`config.mk`:
```
export PLATFORM = sky130hd
export DESIGN_NAME = wb_regfile_flat
export DESIGN_NICKNAME = d
export VERILOG_FILES = /design/src/rtl/wb_regfile_if.sv /design/src/rtl/wb_regfile.sv /design/src/flat_wrapper.sv
export SDC_FILE = /design/constraint.sdc
export NUM_CORES = 2
export LEC_CHECK = 0
export ABC_AREA = 0
export BUFFER_PORTS_ARGS = -buffer_cell sky130_fd_sc_hd__buf_2
export CAP_MARGIN = 20
export CELL_PAD_IN_SITES_DETAIL_PLACEMENT = 1
export CELL_PAD_IN_SITES_GLOBAL_PLACEMENT = 1
export CORE_MARGIN = 8
export CORE_UTILIZATION = 44
export CTS_CLUSTER_SIZE = 40
export DETAILED_ROUTE_END_ITERATION = 16
export GPL_TIMING_DRIVEN = 0
export PLACE_DENSITY_LB_ADDON = 0.2
export REMOVE_ABC_BUFFERS = 1
export SLEW_MARGIN = 25
export SYNTH_ARGS = -nofsm -noshare
export SYNTH_HDL_FRONTEND = slang
export SYNTH_SLANG_ARGS = --single-unit
export TNS_END_PERCENT = 20
```
`constraint.sdc`:
```
create_clock -name clk -period 3.8 [get_ports clk]
set_input_delay 0.76 -clock clk [delete_from_list [all_inputs] [get_ports clk]]
set_output_delay 0.76 -clock clk [all_outputs]
set_load 0.02 [all_outputs]
```
`src/rtl/wb_regfile_if.sv`:
```
// Bus bundle between the memory stage, the W pipeline register/register file
// and the decode/forwarding logic.
interface wb_regfile_if;
  logic [3:0]  M_stat;
  logic [3:0]  M_icode;
  logic [63:0] M_valE;
  logic [63:0] m_valM;
  logic [3:0]  M_dstE;
  logic [3:0]  M_dstM;
  logic        W_stall;
  logic        W_bubble;
  logic [3:0]  d_srcA;
  logic [3:0]  d_srcB;
  logic [3:0]  W_stat;
  logic [3:0]  W_icode;
  logic [3:0]  W_dstE;
  logic [3:0]  W_dstM;
  logic [63:0] W_valE;
  logic [63:0] W_valM;
  logic [63:0] d_rvalA;
  logic [63:0] d_rvalB;
  logic        halted;

  modport master (
    output M_stat, M_icode, M_valE, m_valM, M_dstE, M_dstM,
           W_stall, W_bubble, d_srcA, d_srcB,
    input  W_stat, W_icode, W_dstE, W_dstM, W_valE, W_valM,
           d_rvalA, d_rvalB, halted
  );

  modport slave (
    input  M_stat, M_icode, M_valE, m_valM, M_dstE, M_dstM,
           W_stall, W_bubble, d_srcA, d_srcB,
    output W_stat, W_icode, W_dstE, W_dstM, W_valE, W_valM,
           d_rvalA, d_rvalB, halted
  );
endinterface

```
`src/rtl/wb_regfile.sv`:
```
// Write-back stage: W pipeline register, 15x64 register file and sticky halt flag.
// Optional macro RF_WRITE_THROUGH_EN makes reads return same-cycle write data.
module wb_regfile #(
  parameter logic [63:0] RSP_INIT = 64'h0,
  parameter logic [3:0]  RNONE    = 4'hF
) (
  input logic       clk,
  input logic       rst,
  wb_regfile_if.slave bus
);

  localparam logic [3:0] S_AOK   = 4'd1;
  localparam logic [3:0] S_HLT   = 4'd2;
  localparam logic [3:0] S_ADR   = 4'd3;
  localparam logic [3:0] S_INS   = 4'd4;
  localparam logic [3:0] LAST_ID = 4'd14;
  localparam int         NREGS   = 15;
  localparam int         RSP_ID  = 4;

  typedef struct packed {
    logic [3:0]  stat;
    logic [3:0]  icode;
    logic [3:0]  dst_e;
    logic [3:0]  dst_m;
    logic [63:0] val_e;
    logic [63:0] val_m;
  } w_t;

  localparam w_t BUBBLE = '{stat: S_AOK, icode: 4'h1, dst_e: RNONE, dst_m: RNONE,
                            val_e: 64'h0, val_m: 64'h0};

  w_t          w_q;
  w_t          m_in;
  logic [63:0] regs [NREGS];
  logic        halted_q;
  logic        wr_en;
  logic        wr_e;
  logic        wr_m;
  logic [3:0]  src  [2];
  logic [63:0] rval [2];

  assign m_in = '{stat: bus.M_stat, icode: bus.M_icode, dst_e: bus.M_dstE,
                  dst_m: bus.M_dstM, val_e: bus.M_valE, val_m: bus.m_valM};

  // Stall outranks bubble; reset outranks both.
  // NOTE: sequential state uses <= so every flop samples pre-edge values.
  always_ff @(posedge clk) begin
    if (rst) begin
      w_q <= BUBBLE;
    end else if (!bus.W_stall) begin
      w_q <= bus.W_bubble ? BUBBLE : m_in;
    end
  end

  assign wr_en = (w_q.stat == S_AOK) && !halted_q;
  assign wr_e  = wr_en && (w_q.dst_e != RNONE) && (w_q.dst_e <= LAST_ID);
  assign wr_m  = wr_en && (w_q.dst_m != RNONE) && (w_q.dst_m <= LAST_ID);

  // The M write comes second so it wins when both ports target one ID.
  // NOTE: the register file is reset explicitly because %rsp must load RSP_INIT.
  always_ff @(posedge clk) begin
    if (rst) begin
      for (int i = 0; i < NREGS; i++) begin
        regs[i] <= (i == RSP_ID) ? RSP_INIT : 64'h0;
      end
    end else begin
      if (wr_e) regs[w_q.dst_e] <= w_q.val_e;
      if (wr_m) regs[w_q.dst_m] <= w_q.val_m;
    end
  end

  always_ff @(posedge clk) begin
    if (rst) begin
      halted_q <= 1'b0;
    end else if (w_q.stat == S_HLT || w_q.stat == S_ADR || w_q.stat == S_INS) begin
      halted_q <= 1'b1;
    end
  end

  assign src[0] = bus.d_srcA;
  assign src[1] = bus.d_srcB;

  // NOTE: rval gets a default before any branch so no latch is inferred.
  always_comb begin
    for (int p = 0; p < 2; p++) begin
      rval[p] = 64'h0;
      if (src[p] != RNONE && src[p] <= LAST_ID) begin
        rval[p] = regs[src[p]];
`ifdef RF_WRITE_THROUGH_EN
        if (wr_m && w_q.dst_m == src[p]) begin
          rval[p] = w_q.val_m;
        end else if (wr_e && w_q.dst_e == src[p]) begin
          rval[p] = w_q.val_e;
        end
`endif
      end
    end
  end

  assign bus.d_rvalA = rval[0];
  assign bus.d_rvalB = rval[1];
  assign bus.W_stat  = w_q.stat;
  assign bus.W_icode = w_q.icode;
  assign bus.W_dstE  = w_q.dst_e;
  assign bus.W_dstM  = w_q.dst_m;
  assign bus.W_valE  = w_q.val_e;
  assign bus.W_valM  = w_q.val_m;
  assign bus.halted  = halted_q;

endmodule

```
`src/flat_wrapper.sv`:
```
// flat-port wrapper written by rule: the top's interface ports become plain ports
module wb_regfile_flat 
#(
  parameter logic [63:0] RSP_INIT = 64'h0,
  parameter logic [3:0]  RNONE    = 4'hF
)
  (clk, rst, bus_M_stat, bus_M_icode, bus_M_valE, bus_m_valM, bus_M_dstE, bus_M_dstM, bus_W_stall, bus_W_bubble, bus_d_srcA, bus_d_srcB, bus_W_stat, bus_W_icode, bus_W_dstE, bus_W_dstM, bus_W_valE, bus_W_valM, bus_d_rvalA, bus_d_rvalB, bus_halted);
  wb_regfile_if bus_i ();
  input logic clk;
  input logic rst;
  input wire logic [$bits(bus_i.M_stat)-1:0] bus_M_stat;
  input wire logic [$bits(bus_i.M_icode)-1:0] bus_M_icode;
  input wire logic [$bits(bus_i.M_valE)-1:0] bus_M_valE;
  input wire logic [$bits(bus_i.m_valM)-1:0] bus_m_valM;
  input wire logic [$bits(bus_i.M_dstE)-1:0] bus_M_dstE;
  input wire logic [$bits(bus_i.M_dstM)-1:0] bus_M_dstM;
  input wire logic [$bits(bus_i.W_stall)-1:0] bus_W_stall;
  input wire logic [$bits(bus_i.W_bubble)-1:0] bus_W_bubble;
  input wire logic [$bits(bus_i.d_srcA)-1:0] bus_d_srcA;
  input wire logic [$bits(bus_i.d_srcB)-1:0] bus_d_srcB;
  output wire logic [$bits(bus_i.W_stat)-1:0] bus_W_stat;
  output wire logic [$bits(bus_i.W_icode)-1:0] bus_W_icode;
  output wire logic [$bits(bus_i.W_dstE)-1:0] bus_W_dstE;
  output wire logic [$bits(bus_i.W_dstM)-1:0] bus_W_dstM;
  output wire logic [$bits(bus_i.W_valE)-1:0] bus_W_valE;
  output wire logic [$bits(bus_i.W_valM)-1:0] bus_W_valM;
  output wire logic [$bits(bus_i.d_rvalA)-1:0] bus_d_rvalA;
  output wire logic [$bits(bus_i.d_rvalB)-1:0] bus_d_rvalB;
  output wire logic [$bits(bus_i.halted)-1:0] bus_halted;
  assign bus_i.M_stat = bus_M_stat;
  assign bus_i.M_icode = bus_M_icode;
  assign bus_i.M_valE = bus_M_valE;
  assign bus_i.m_valM = bus_m_valM;
  assign bus_i.M_dstE = bus_M_dstE;
  assign bus_i.M_dstM = bus_M_dstM;
  assign bus_i.W_stall = bus_W_stall;
  assign bus_i.W_bubble = bus_W_bubble;
  assign bus_i.d_srcA = bus_d_srcA;
  assign bus_i.d_srcB = bus_d_srcB;
  assign bus_W_stat = bus_i.W_stat;
  assign bus_W_icode = bus_i.W_icode;
  assign bus_W_dstE = bus_i.W_dstE;
  assign bus_W_dstM = bus_i.W_dstM;
  assign bus_W_valE = bus_i.W_valE;
  assign bus_W_valM = bus_i.W_valM;
  assign bus_d_rvalA = bus_i.d_rvalA;
  assign bus_d_rvalB = bus_i.d_rvalB;
  assign bus_halted = bus_i.halted;
  wb_regfile #(.RSP_INIT(RSP_INIT), .RNONE(RNONE)) u_core (.clk(clk), .rst(rst), .bus(bus_i));
endmodule
```
### After elaboration in Yosys (flattened, before gate mapping)

Memory sizes are Yosys's and may differ from the RTL's.
Index checks and enable logic that the tools add are counted.

| word-level totals | value |
|---|---|
| register bits | 145 |
| RAM bits | 960 |
| word-level logic and storage cells | 49 |
| memories kept | 1 |

Memory list:

| name | depth | bits a word | read ports | clocked after memory_dff | write ports | line | text |
|---|---|---|---|---|---|---|---|
| u_core.regs | 15 | 64 | 2 | 0 | 15 | wb_regfile.sv:34 | `logic [63:0] regs [NREGS];` |

| operators by class | value |
|---|---|
| $lt $le $gt $ge | 4 |
| equal/unequal tests | 8 |
| muxes and demuxes | 17 |
| reductions and logical operators | 12 |

Operator list:

| cell | number |
|---|---|
| 64-bit two-way mux | 4 |
| 144-bit two-way mux | 1 |
| 64-bit OR reduction | 2 |
| 4-bit <= comparator (second input constant) | 4 |
| 4-bit != test (second input constant) | 4 |
| 1-bit two-way mux | 10 |
| 4-bit by 2-bit == test with 1-bit output (second input constant) | 2 |
| 4-bit two-way mux | 2 |
| 1-bit logical AND | 7 |
| 4-bit by 1-bit == test with 1-bit output (second input constant) | 1 |
| 4-bit by 3-bit == test with 1-bit output (second input constant) | 1 |
| 1-bit logical OR | 2 |
| 1-bit logical NOT | 1 |

### Logic depth before layout (Yosys ltp)

| logic depth | value |
|---|---|
| word-level depth | 9 |
| mapped depth | 8 |
| gate-level depth less buffers | 4 |

### Worst setup path before layout

OpenSTA, ideal clock, no wires.

| path | value |
|---|---|
| path kind | input-to-reg |
| start | in rst |
| end | mem u_core.regs[4][0], enable pin |
| library setup time | 425 ps |
| data arrival time | 3,412 ps |
| path slack | -37 ps |
| stages | 6 |
| buffers on the path | 2 |
| cell sequence | clkbuf_1 nor2_2 nand3_1 nor3_1 clkbuf_1 or3_1 |

RTL lines:

| element | line | text |
|---|---|---|
| start: declaration | flat_wrapper.sv:10 | `input logic rst;` |
| end: declaration | wb_regfile.sv:34 |  |

### Worst setup path in the final report

| path | value |
|---|---|
| start | in bus_d_srcA[2] |
| end | out bus_d_rvalA[18] |

| on the way | value |
|---|---|
| word-level cells in the longest chain between the ends | 3 |
| elaborated cells on any way between the ends | 5 |
| those cells by class | order compare: 1; eq/ne: 1; mux: 1; reduce/logical: 1; memory: 1 |

Ends and longest elaborated chain:

| element | line | text |
|---|---|---|
| start: declaration | flat_wrapper.sv:19 | `input wire logic [$bits(bus_i.d_srcA)-1:0] bus_d_srcA;` |
| 4-bit <= comparator / 4-bit != test (equally long branches) | wb_regfile.sv:87 | `if (src[p] != RNONE && src[p] <= LAST_ID) begin` |
| 1-bit logical AND | wb_regfile.sv:87 |  |
| 64-bit two-way mux (*) | wb_regfile.sv:87 |  |
| end: declaration | flat_wrapper.sv:27 | `output wire logic [$bits(bus_i.d_rvalA)-1:0] bus_d_rvalA;` |

Mark *: on every way between the ends. The rest lies on a longest branch, timed or not.

==> run summary <==
Num rows - 135
Leakage - 27.1 nW
Most common cell after layout, fill and taps aside - edfxtp_1
WHS Endpoint - u_core.bus.W_valM[2]
Yosys cell types - 43
Number of DRC markers in iteration 0 - 6558
Post-synthesis instance area - 59400 um^2
Outcome - complete, no violations
Fin Setup TNS - 0 ns
Crit path max fanout - 43
Largest net degree at the start of global routing - 103
Most frequent cells in the layout - edfxtp_1 (960), a22o_1 (924), buf_2 (436)
VDD IR-drop max - 0.000405 V
WP data required - 3.04 ns
Max transition margin - 31.9%
R2R Setup Slk - 0.09 ns
Final Net Count - 4758
Post-route minimum period - 3.77 ns
Clk slew on worst S/H paths - 0.05 ns
Yosys warning count - 0
Final core utilization - 53.1%
Clk_lat worst skew - 0.78 ns
Maxcap violations - 0
Min-delay worst type - in2reg
Critical Path End Type - output pin
Pwr Density - 421 nW/um^2
Fin. Hold Viols - 0
Yosys reg bits - 1105
DIE WIDTH - 383 um
Synth area leaders - edfxtp_1 (49%), a22o_1 (14%), mux4_2 (12%), a22oi_1 (4.9%), dfxtp_1 (4.9%)
IO Pins - 429
Max-slew violations - 0
Final ANT Viol Nets - 0
Clk root buf - clkbuf_16
Sequential-to-total area share from yosys stat - 53.4%
Die area - 147000 um^2
Setup CP Type - in2out
Synth area leader - edfxtp_1
Reg2reg start - u_core.bus.W_dstM[3]
Area grow syn2layout - 20.6%
Core Area - 135000 um^2
Vias per std cell - 7.37
CTS Buffer Depth - 3
Synth Instances - 4383
Gr ovfl total - 0
Pre-CTS setup slack - -0.958 ns
Critical path startpoint category - input pin
Layout cell share with drive strength beyond 1 - 29.8%
CTS tree - yes
Starting Density - 44.1%
DRC - 0
Hold wc startpoint - bus_m_valM[2]
RSZ-0062 raised after global routing - yes
IO Port Bufs - 428
H-tree levels - 4
CP arrival - 3.01 ns
FF-to-FF End - u_core.regs[1][63]
Gpl congestion - 0.731
Slew @ Worst Pin - 1.02 ns
Synth top area share - 48.5%
First-pass GRT wire length - 362000 um
Final setup fails - 0
Final period utilization - 99.3%
FMAX - 0.265 GHz
TritonCTS Buffers - 130
Average cell area after synthesis - 13.6 um^2
Worst Reg-to-Reg Cells - 6
Hold Crit Depth - 3
Hold Buf Count CTS - 0
Worst clock skew - 0.0268 ns
Routed WL - 261000 um
Vias - 47.9k
Hpwl dp - 169000 um
Initial antenna violation count - 4
Die Height - 383 um
Drt pass-1 iters - 6
DR WL/cell - 40.2 um
GRT Overall Usage - 34.0%
Worst setup margin - 0.0255 ns
Number of global-route vias before repair - 49.3k
Clk sinks - 1105
-- kinds of logic after synthesis --
| logic type | after synthesis | share of synthesized area [%] |
|---|---|---|
| buffers and inverters | 769 | 5.26 |
| DFF | 1105 | 53.4 |
| muxes | 578 | 16.5 |
| AOI/OAI and AO/OA | 1502 | 21.6 |
| and+or+nand+nor | 429 | 3.28 |
-- layout make-up --
| type | count | area (um^2) |
|---|---|---|
| repair buffers | 790 | 8440 |
| inverters | 66 | 248 |
| clock inverters | 46 | 353 |
| well taps | 1781 | 2230 |
| flip-flops and latches | 1105 | 31700 |
| clock buffers | 192 | 3760 |
| multi-input cells | 2509 | 24800 |
| fillers | 12900 | 63200 |
| diodes | 1 | 2.50 |
-- per-layer routing --
metal  wire [um]  up-vias  global-route usage (%)
li1            -    18400                       -
met1       99400    24600                    45.9
met4       13800        5                    16.6
met3       33100      920                    8.91
met5          64        -                       0
met2      114000     3938                    51.0
-- registers in the layout, summed over array words and instances, names as in the netlist --
register / count
u_core.bus.halted: 1
u_core.bus.W_valM: 64
u_core.bus.W_dstM: 4
u_core.bus.W_stat: 4
u_core.bus.W_icode: 4
u_core.bus.W_valE: 64
u_core.bus.W_dstE: 4
u_core.regs: 960
-- power by group --
group          total, mW  internal (mW)  switching (mW)
Clock               12.3           7.03            5.26
Sequential          14.1           13.6           0.516
Combinational       3.72           1.43            2.29
Total               30.1           22.1            8.07
-- critical path: stages --
cell and delay, ns:
buf_12 0.26, buf_16 0.28, buf_16 0.26, buf_16 0.26
mux4_2 0.35, a22oi_1 0.25, nand2_1 0.23, buf_2 0.23
-- synth_stat cells (all sizes together) --
cell type  instances
nor4               1
mux2i            257
a21oi              2
dfxtp            145
nor2             168
o221ai            64
a211oi             9
buf              212
o2bb2ai           63
nand2b            15
nand4b             2
a311oi             3
mux2               2
a22oi            388
nor2b              9
clkinv             1
or3               15
o22ai             10
clkbuf           491
nand4              1
o21ai              1
nor3b              3
edfxtp           960
nor3               9
nand2            132
o211a              1
nand3b             1
nand3             69
mux4             319
o311ai             1
nor4b              1
or2                2
and2               1
a22o             960
inv               65
-- per-stage QoR --
| stage | instance area (um^2) | power (mW) | std cells | hold slack, ns |
|---|---|---|---|---|
| detailed placement | 66500 | 17.8 | 6213 | 0.489 |
| CTS | 71400 | 30.2 | 6481 | 0.158 |
| finish | 71600 | 30.1 | 6490 | 0.202 |
| global route | 71600 | 30.8 | 6489 | 0.200 |
| floorplan | 56500 | 15.8 | 3680 | 0.606 |
| global placement | 60900 | 17.8 | 5889 | 0.472 |
-- timing repair --
item | 4_1_cts | 5_1_grt
endpoints found under the setup margin | 218 | 289
gates cloned | 21 | 6
gates resized for setup | 8 | 10
setup buffers | 9 | 2
pin swaps | 0 | 1
-- worst max-delay path by stage --
stage | from | endpoint | slack (ns)
CTS | bus_d_srcB[0] | bus_d_rvalB[27] | 0.01
floorplan | rst | u_core.regs[12][0] | -4.22
detailed placement | bus_d_srcA[0] | bus_d_rvalA[49] | -0.96
global placement | bus_d_srcA[2] | bus_d_rvalA[56] | -19.50
global route | bus_d_srcA[0] | bus_d_rvalA[12] | -0.002
finish | bus_d_srcA[2] | bus_d_rvalA[18] | 0.03
(Power assumes the default switching activity.)
